==> src/rtl/ctrl_pkg.sv <==
// Shared control-unit encodings: next-state control, test select, ARM conditions.
package ctrl_pkg;

    localparam int unsigned STATE_W_DEF     = 7;
    localparam int unsigned FETCH_STATE_DEF = 1;
    localparam int unsigned ABORT_STATE_DEF = 127;
    localparam int unsigned MOC_TIMEOUT_DEF = 15;

    localparam int unsigned NS_CTL_W   = 3;
    localparam int unsigned TEST_SEL_W = 2;
    localparam int unsigned COND_W     = 4;
    localparam int unsigned FLAGS_W    = 4;

    // Next-state control field from the control ROM
    typedef enum logic [NS_CTL_W-1:0] {
        NS_INC      = 3'b000,
        NS_JUMP     = 3'b001,
        NS_DECODE   = 3'b010,
        NS_WAIT_MOC = 3'b011,
        NS_CJUMP    = 3'b100,
        NS_HOLD     = 3'b101
    } ns_ctl_e;

    // Test input for conditional jumps
    typedef enum logic [TEST_SEL_W-1:0] {
        TS_COND = 2'd0,
        TS_MOC  = 2'd1,
        TS_Z    = 2'd2,
        TS_ONE  = 2'd3
    } test_sel_e;

    // ARM condition codes (IR[31:28])
    typedef enum logic [COND_W-1:0] {
        CC_EQ = 4'b0000,
        CC_NE = 4'b0001,
        CC_CS = 4'b0010,
        CC_CC = 4'b0011,
        CC_MI = 4'b0100,
        CC_PL = 4'b0101,
        CC_VS = 4'b0110,
        CC_VC = 4'b0111,
        CC_HI = 4'b1000,
        CC_LS = 4'b1001,
        CC_GE = 4'b1010,
        CC_LT = 4'b1011,
        CC_GT = 4'b1100,
        CC_LE = 4'b1101,
        CC_AL = 4'b1110,
        CC_NV = 4'b1111
    } cond_e;

    // Bit positions of {N,Z,C,V} within the flags vector
    localparam int unsigned FLAG_N = 3;
    localparam int unsigned FLAG_Z = 2;
    localparam int unsigned FLAG_C = 1;
    localparam int unsigned FLAG_V = 0;

endpackage

==> src/rtl/cond_eval.sv <==
// ARM condition-code evaluator; purely combinational so the datapath can share it.
module cond_eval
    import ctrl_pkg::*;
(
    input  logic [COND_W-1:0]  ir_cond,
    input  logic [FLAGS_W-1:0] flags,
    output logic               cond_pass
);

    logic n, z, c, v;

    assign n = flags[FLAG_N];
    assign z = flags[FLAG_Z];
    assign c = flags[FLAG_C];
    assign v = flags[FLAG_V];

    // Standard ARM condition decode; NV never executes
    always_comb begin
        cond_pass = 1'b0;
        case (ir_cond)
            CC_EQ:   cond_pass = z;
            CC_NE:   cond_pass = ~z;
            CC_CS:   cond_pass = c;
            CC_CC:   cond_pass = ~c;
            CC_MI:   cond_pass = n;
            CC_PL:   cond_pass = ~n;
            CC_VS:   cond_pass = v;
            CC_VC:   cond_pass = ~v;
            CC_HI:   cond_pass = c & ~z;
            CC_LS:   cond_pass = ~c | z;
            CC_GE:   cond_pass = (n == v);
            CC_LT:   cond_pass = (n != v);
            CC_GT:   cond_pass = ~z & (n == v);
            CC_LE:   cond_pass = z | (n != v);
            CC_AL:   cond_pass = 1'b1;
            default: cond_pass = 1'b0;
        endcase
    end

endmodule

==> src/rtl/microsequencer.sv <==
// Control-unit next-state engine: holds the microstate that addresses the control ROM.
module microsequencer
    import ctrl_pkg::*;
#(
    parameter int unsigned STATE_W     = STATE_W_DEF,
    parameter int unsigned FETCH_STATE = FETCH_STATE_DEF,
    parameter int unsigned ABORT_STATE = ABORT_STATE_DEF,
    parameter int unsigned MOC_TIMEOUT = MOC_TIMEOUT_DEF
) (
    input  logic                  clk,
    input  logic                  reset_n,
    input  logic [STATE_W-1:0]    encoder_in,
    input  logic [COND_W-1:0]     ir_cond,
    input  logic [FLAGS_W-1:0]    flags,
    input  logic [NS_CTL_W-1:0]   ns_ctl,
    input  logic [STATE_W-1:0]    ns_target,
    input  logic [TEST_SEL_W-1:0] test_sel,
    input  logic                  test_inv,
    input  logic                  moc,
    output logic [STATE_W-1:0]    state,
    output logic                  cond_pass,
    output logic                  mem_fault,
    output logic                  ill_ctl
);

    localparam int unsigned CNT_W = $clog2(MOC_TIMEOUT + 1);

    localparam logic [STATE_W-1:0] FETCH     = STATE_W'(FETCH_STATE);
    localparam logic [STATE_W-1:0] ABORT     = STATE_W'(ABORT_STATE);
    localparam logic [CNT_W-1:0]   CNT_LAST  = CNT_W'(MOC_TIMEOUT - 1);
    localparam logic [CNT_W-1:0]   CNT_MAX   = '1;

    logic [STATE_W-1:0] state_q, state_d;
    logic [CNT_W-1:0]   wait_cnt_q, wait_cnt_d;
    logic               mem_fault_q, mem_fault_d;
    logic               ill_ctl_q, ill_ctl_d;
    logic [STATE_W-1:0] state_inc;
    logic               test_raw;
    logic               test_hit;

    cond_eval u_cond_eval (
        .ir_cond   (ir_cond),
        .flags     (flags),
        .cond_pass (cond_pass)
    );

    assign state_inc = state_q + STATE_W'(1);

    // Conditional-jump test mux, optionally inverted
    always_comb begin
        test_raw = 1'b0;
        case (test_sel)
            TS_COND: test_raw = cond_pass;
            TS_MOC:  test_raw = moc;
            TS_Z:    test_raw = flags[FLAG_Z];
            default: test_raw = 1'b1;
        endcase
        test_hit = test_raw ^ test_inv;
    end

    // State, wait counter and sticky flags
    always_ff @(posedge clk or negedge reset_n) begin
        if (!reset_n) begin
            state_q     <= '0;
            wait_cnt_q  <= '0;
            mem_fault_q <= 1'b0;
            ill_ctl_q   <= 1'b0;
        end else begin
            state_q     <= state_d;
            wait_cnt_q  <= wait_cnt_d;
            mem_fault_q <= mem_fault_d;
            ill_ctl_q   <= ill_ctl_d;
        end
    end

    // Next-state selection; microstate 0 always boots into fetch
    always_comb begin
        state_d     = state_q;
        wait_cnt_d  = '0;
        mem_fault_d = mem_fault_q;
        ill_ctl_d   = ill_ctl_q;

        if (state_q == '0) begin
            state_d = FETCH;
        end else begin
            case (ns_ctl)
                NS_INC:  state_d = state_inc;
                NS_JUMP: state_d = ns_target;
                NS_DECODE: begin
                    if (cond_pass && (encoder_in != '0)) state_d = encoder_in;
                    else                                 state_d = FETCH;
                end
                NS_WAIT_MOC: begin
                    if (moc) begin
                        state_d = state_inc;
                    end else if (wait_cnt_q == CNT_LAST) begin
                        state_d     = ABORT;
                        mem_fault_d = 1'b1;
                    end else begin
                        wait_cnt_d = (wait_cnt_q == CNT_MAX) ? wait_cnt_q
                                                             : wait_cnt_q + CNT_W'(1);
                    end
                end
                NS_CJUMP: state_d = test_hit ? ns_target : state_inc;
                NS_HOLD:  state_d = state_q;
                default: begin
                    state_d   = '0;
                    ill_ctl_d = 1'b1;
                end
            endcase
        end
    end

    assign state     = state_q;
    assign mem_fault = mem_fault_q;
    assign ill_ctl   = ill_ctl_q;

endmodule
==> config.mk <==
export PLATFORM = sky130hd
export DESIGN_NAME = microsequencer
export DESIGN_NICKNAME = d
export VERILOG_FILES = /design/src/rtl/ctrl_pkg.sv /design/src/rtl/cond_eval.sv /design/src/rtl/microsequencer.sv
export SDC_FILE = /design/constraint.sdc
export NUM_CORES = 1
export LEC_CHECK = 0
export BUFFER_PORTS_ARGS = -buffer_cell sky130_fd_sc_hd__buf_2
export CAP_MARGIN = 20
export CORE_ASPECT_RATIO = 1.4
export CORE_UTILIZATION = 55
export CTS_CLUSTER_DIAMETER = 40
export DETAILED_ROUTE_END_ITERATION = 8
export PLACE_DENSITY = 0.85
export SYNTH_ARGS = -nofsm -noshare
export SYNTH_HDL_FRONTEND = slang
export SYNTH_HIERARCHICAL = 1
export SYNTH_SLANG_ARGS = --single-unit
==> constraint.sdc <==
create_clock -name clk -period 2.2 [get_ports clk]
set_input_delay 0.44 -clock clk [delete_from_list [all_inputs] [get_ports clk]]
set_output_delay 0.44 -clock clk [all_outputs]
set_load 0.01 [all_outputs]
==> impl_metrics.env <==
export IMPL_worstPathArrival_ns=2.48
export IMPL_ys_seq_area_frac=0.247
export IMPL_async_flop_share=1.00
export IMPL_netlist_area_leader_share=0.247
export IMPL_p_total_uw=890
export IMPL_h_tree_depth=1
export IMPL_hold_violations=0
export IMPL_drive_above_1_share=0.330
export IMPL_dieArea_um2=2600
export IMPL_placed_cell_area_um2=1620
export IMPL_worstPathRequired_ns=2.37
export IMPL_insertion_delay_ns=0.28
export IMPL_rsz0062_at_grt="true"
export IMPL_yosysWarnings=6
export IMPL_synth_area_leaders="dfrtp_1 (25%), nor2_1 (5.7%), a21oi_1 (4.2%)"
export IMPL_clockBufferDepth=2
export IMPL_fin_crit_ns=2.31
export IMPL_clk_pin_slew_worst_paths_ns=0.08
export IMPL_die_w_um=43.3
export IMPL_rows=20
export IMPL_wirelength_mm=3.68
export IMPL_drv_cap=0
export IMPL_place_congestion=0.835
export IMPL_synthFlopType="dfrtp_1"
export IMPL_cp_slowest_cell="a211o_1"
export IMPL_synth_cell_types=51
export IMPL_fmax_mhz=434
export IMPL_cts_root_buf="clkbuf_4"
export IMPL_num_vias=1569
export IMPL_grt_pass1_wl_mm=6.04
export IMPL_synth_edf_count=0
export IMPL_yosys_area_top_type="dfrtp_1"
export IMPL_antenna_found_initial=0
export IMPL_die_h_um=59.9
export IMPL_path_max_fanout=8
export IMPL_drtIter0Drc=92
export IMPL_p_per_area_nw_per_um2=518
export IMPL_setup_viol=7
export IMPL_path_cells="buf_8, xnor2_4, o22ai_1, a211o_1, a211o_1, mux2i_2, mux2i_1, nand4_1, buf_6, a221oi_1, o21ai_1"
export IMPL_n_fill_cell=164
export IMPL_outcome="complete, but fails checks"
export IMPL_grt_total_usage=0.306
export IMPL_cts_buffers=3
export IMPL_cp_end_kind="register"
export IMPL_crit_type="input port to register"
export IMPL_violations="DRC, setup timing"
export IMPL_syn_area_um2=1320
export IMPL_post_route_util=0.771
export IMPL_io_pins=41
export IMPL_core_area_um2=2230
export IMPL_slowest_delay_ns=0.31
export IMPL_port_buffers=40
export IMPL_ys_ff_latch=13
export IMPL_grt_pass1_vias=1468
export IMPL_ir_drop_uv=575
export IMPL_initial_core_util=0.591
export IMPL_p_leak_nw=0.773
export IMPL_wl_per_cell_um=15.3
export IMPL_syn2layout_area_growth_pct=30.4
export IMPL_avgSynthCellArea_um2=7.79
export IMPL_slew_headroom=0.609
export IMPL_firstDrtPassIters=6
export IMPL_syn_instance_count=169
export IMPL_fin_nets=254
export IMPL_finalCritPeriodShare=1.05
export IMPL_tritoncts="done"
export IMPL_grt_max_degree=17
export IMPL_setup_ws_ns=-0.106
export IMPL_cts_sinks=13
export IMPL_drc=4
export IMPL_slew_violations=0
export IMPL_crit_top_cell="a211o_1"
export IMPL_fin_skew_ns=0.00700
export IMPL_hpwl_mm=2.94
export IMPL_worst_slew_pin_slew_ns=0.578
export IMPL_synth_nets=204
export IMPL_holdCritPathClass="input port to asynchronous set/reset pin"
export IMPL_drt_vias_per_instance=6.54
export IMPL_startpoint_type="input port"
export IMPL_gr_total_overflow=0
export IMPL_insertedDiodeCount=0
export IMPL_ant_nets=0
export IMPL_stdcell_area_um2=1720
## flip-flops by register name, indices dropped and copies added (netlist names)
name        cells
state           7
mem_fault       1
wait_cnt_q      4
ill_ctl         1
## cell usage after synthesis, types with 3 or more instances
cell type  number
nor2_1         20
dfrtp_1        13
nand2_1        12
a21oi_1        11
inv_1           9
nand3_1         7
nor3_1          7
a221oi_1        6
a31oi_1         5
nor2b_1         5
nor3b_1         5
ha_1            4
nand2b_1        4
o22ai_1         4
a211o_1         3
buf_2           3
clkbuf_1        3
nand4_1         3
o21ai_1         3
xor2_1          3
## critical path: cells and delay by family
kind	cells	cell delay [ns]
buffers and inverters	2	0.27
and+or+nand+nor	1	0.11
muxes	2	0.43
xor gates and xnor gates	1	0.18
AOI/OAI and AO/OA	5	1.04
## layout by cell type, fill, tap and decap left out, drive strengths merged, types with 3 or more instances in the layout
cell and count:
a21oi 11, nand2b 4, inv 9, nor3 7
dfrtp 13, a211o 3, xor2 3, and4 3
ha 4, o22ai 4, buf 53, nand2 12
a221oi 6, nor2b 5, o21ai 4, nand3 8
a31oi 5, clkbuf 4, nand4 3, nor3b 5
nor2 20
## per-stage QoR
| step | worst slack [ns] | hold slack [ns] | instances | setup TNS, ns |
|---|---|---|---|---|
| 2_1_floorplan | -0.349 | 0.144 | 169 | -1.88 |
| 3_3_place_gp | -0.401 | 0.336 | 235 | -2.65 |
| 3_5_place_dp | -0.498 | 0.344 | 235 | -3.32 |
| 4_1_cts | -0.134 | 0.0291 | 239 | -0.456 |
| 5_1_grt | -0.262 | 0.0464 | 240 | -1.48 |
| 6_report | -0.106 | 0.0277 | 240 | -0.588 |
## layout make-up
| cell class | instances | area [um2] | area share |
|---|---|---|---|
| clock buffers | 4 | 26.3 | 0.0153 |
| well taps | 22 | 27.5 | 0.0160 |
| multi-input cells | 139 | 967 | 0.563 |
| inverters | 9 | 33.8 | 0.0197 |
| repair buffers | 53 | 337 | 0.196 |
| flip-flops and latches | 13 | 325 | 0.190 |
## final timing paths
check	startpoint	end	slack (ns)	cells after the start
max	flags[0]	state[5]	-0.11	11
min in group clk	ns_target[0]	state[0]	0.43	3
min reg2reg	mem_fault	mem_fault	0.48	1
max in group asynchronous	reset_n	wait_cnt_q[3]	1.94	1
min	reset_n	state[4]	0.03	1
max reg2reg	wait_cnt_q[0]	state[3]	0.44	7
## repair_timing
item | in CTS | in global routing
setup endpoints to repair | 8 | 7
buffers inserted | 0 | 1
hold buffers | 0 | 0
pin swaps | 15 | 5
resized for setup | 13 | 5
## cells by family after synthesis
logic type                 count (synthesis)  synth area share
AOI/OAI and AO/OA                         47             0.246
and+or+nand+nor                           80             0.345
adders and majority gates                  4            0.0380
xor gates and xnor gates                   5            0.0390
buffers and inverters                     17            0.0580
DFF                                       13             0.247
muxes                                      3            0.0266
## power by group
group	total, mW	internal [mW]	switching, mW	leakage [nW]
clock	0.150	0.0705	0.0795	0.0150
combinational	0.431	0.188	0.243	0.586
sequential	0.309	0.267	0.0414	0.172
total	0.890	0.526	0.363	0.773
## routing by layer
| metal | share of wire | track usage |
|---|---|---|
| met1 | 0.38 | 0.345 |
| met2 | 0.53 | 0.567 |
| met3 | 0.067 | 0.0211 |
| met4 | 0.022 | 0.156 |
| met5 | 0 | 0 |
Note: power is estimated with default switching activity, not from simulation.
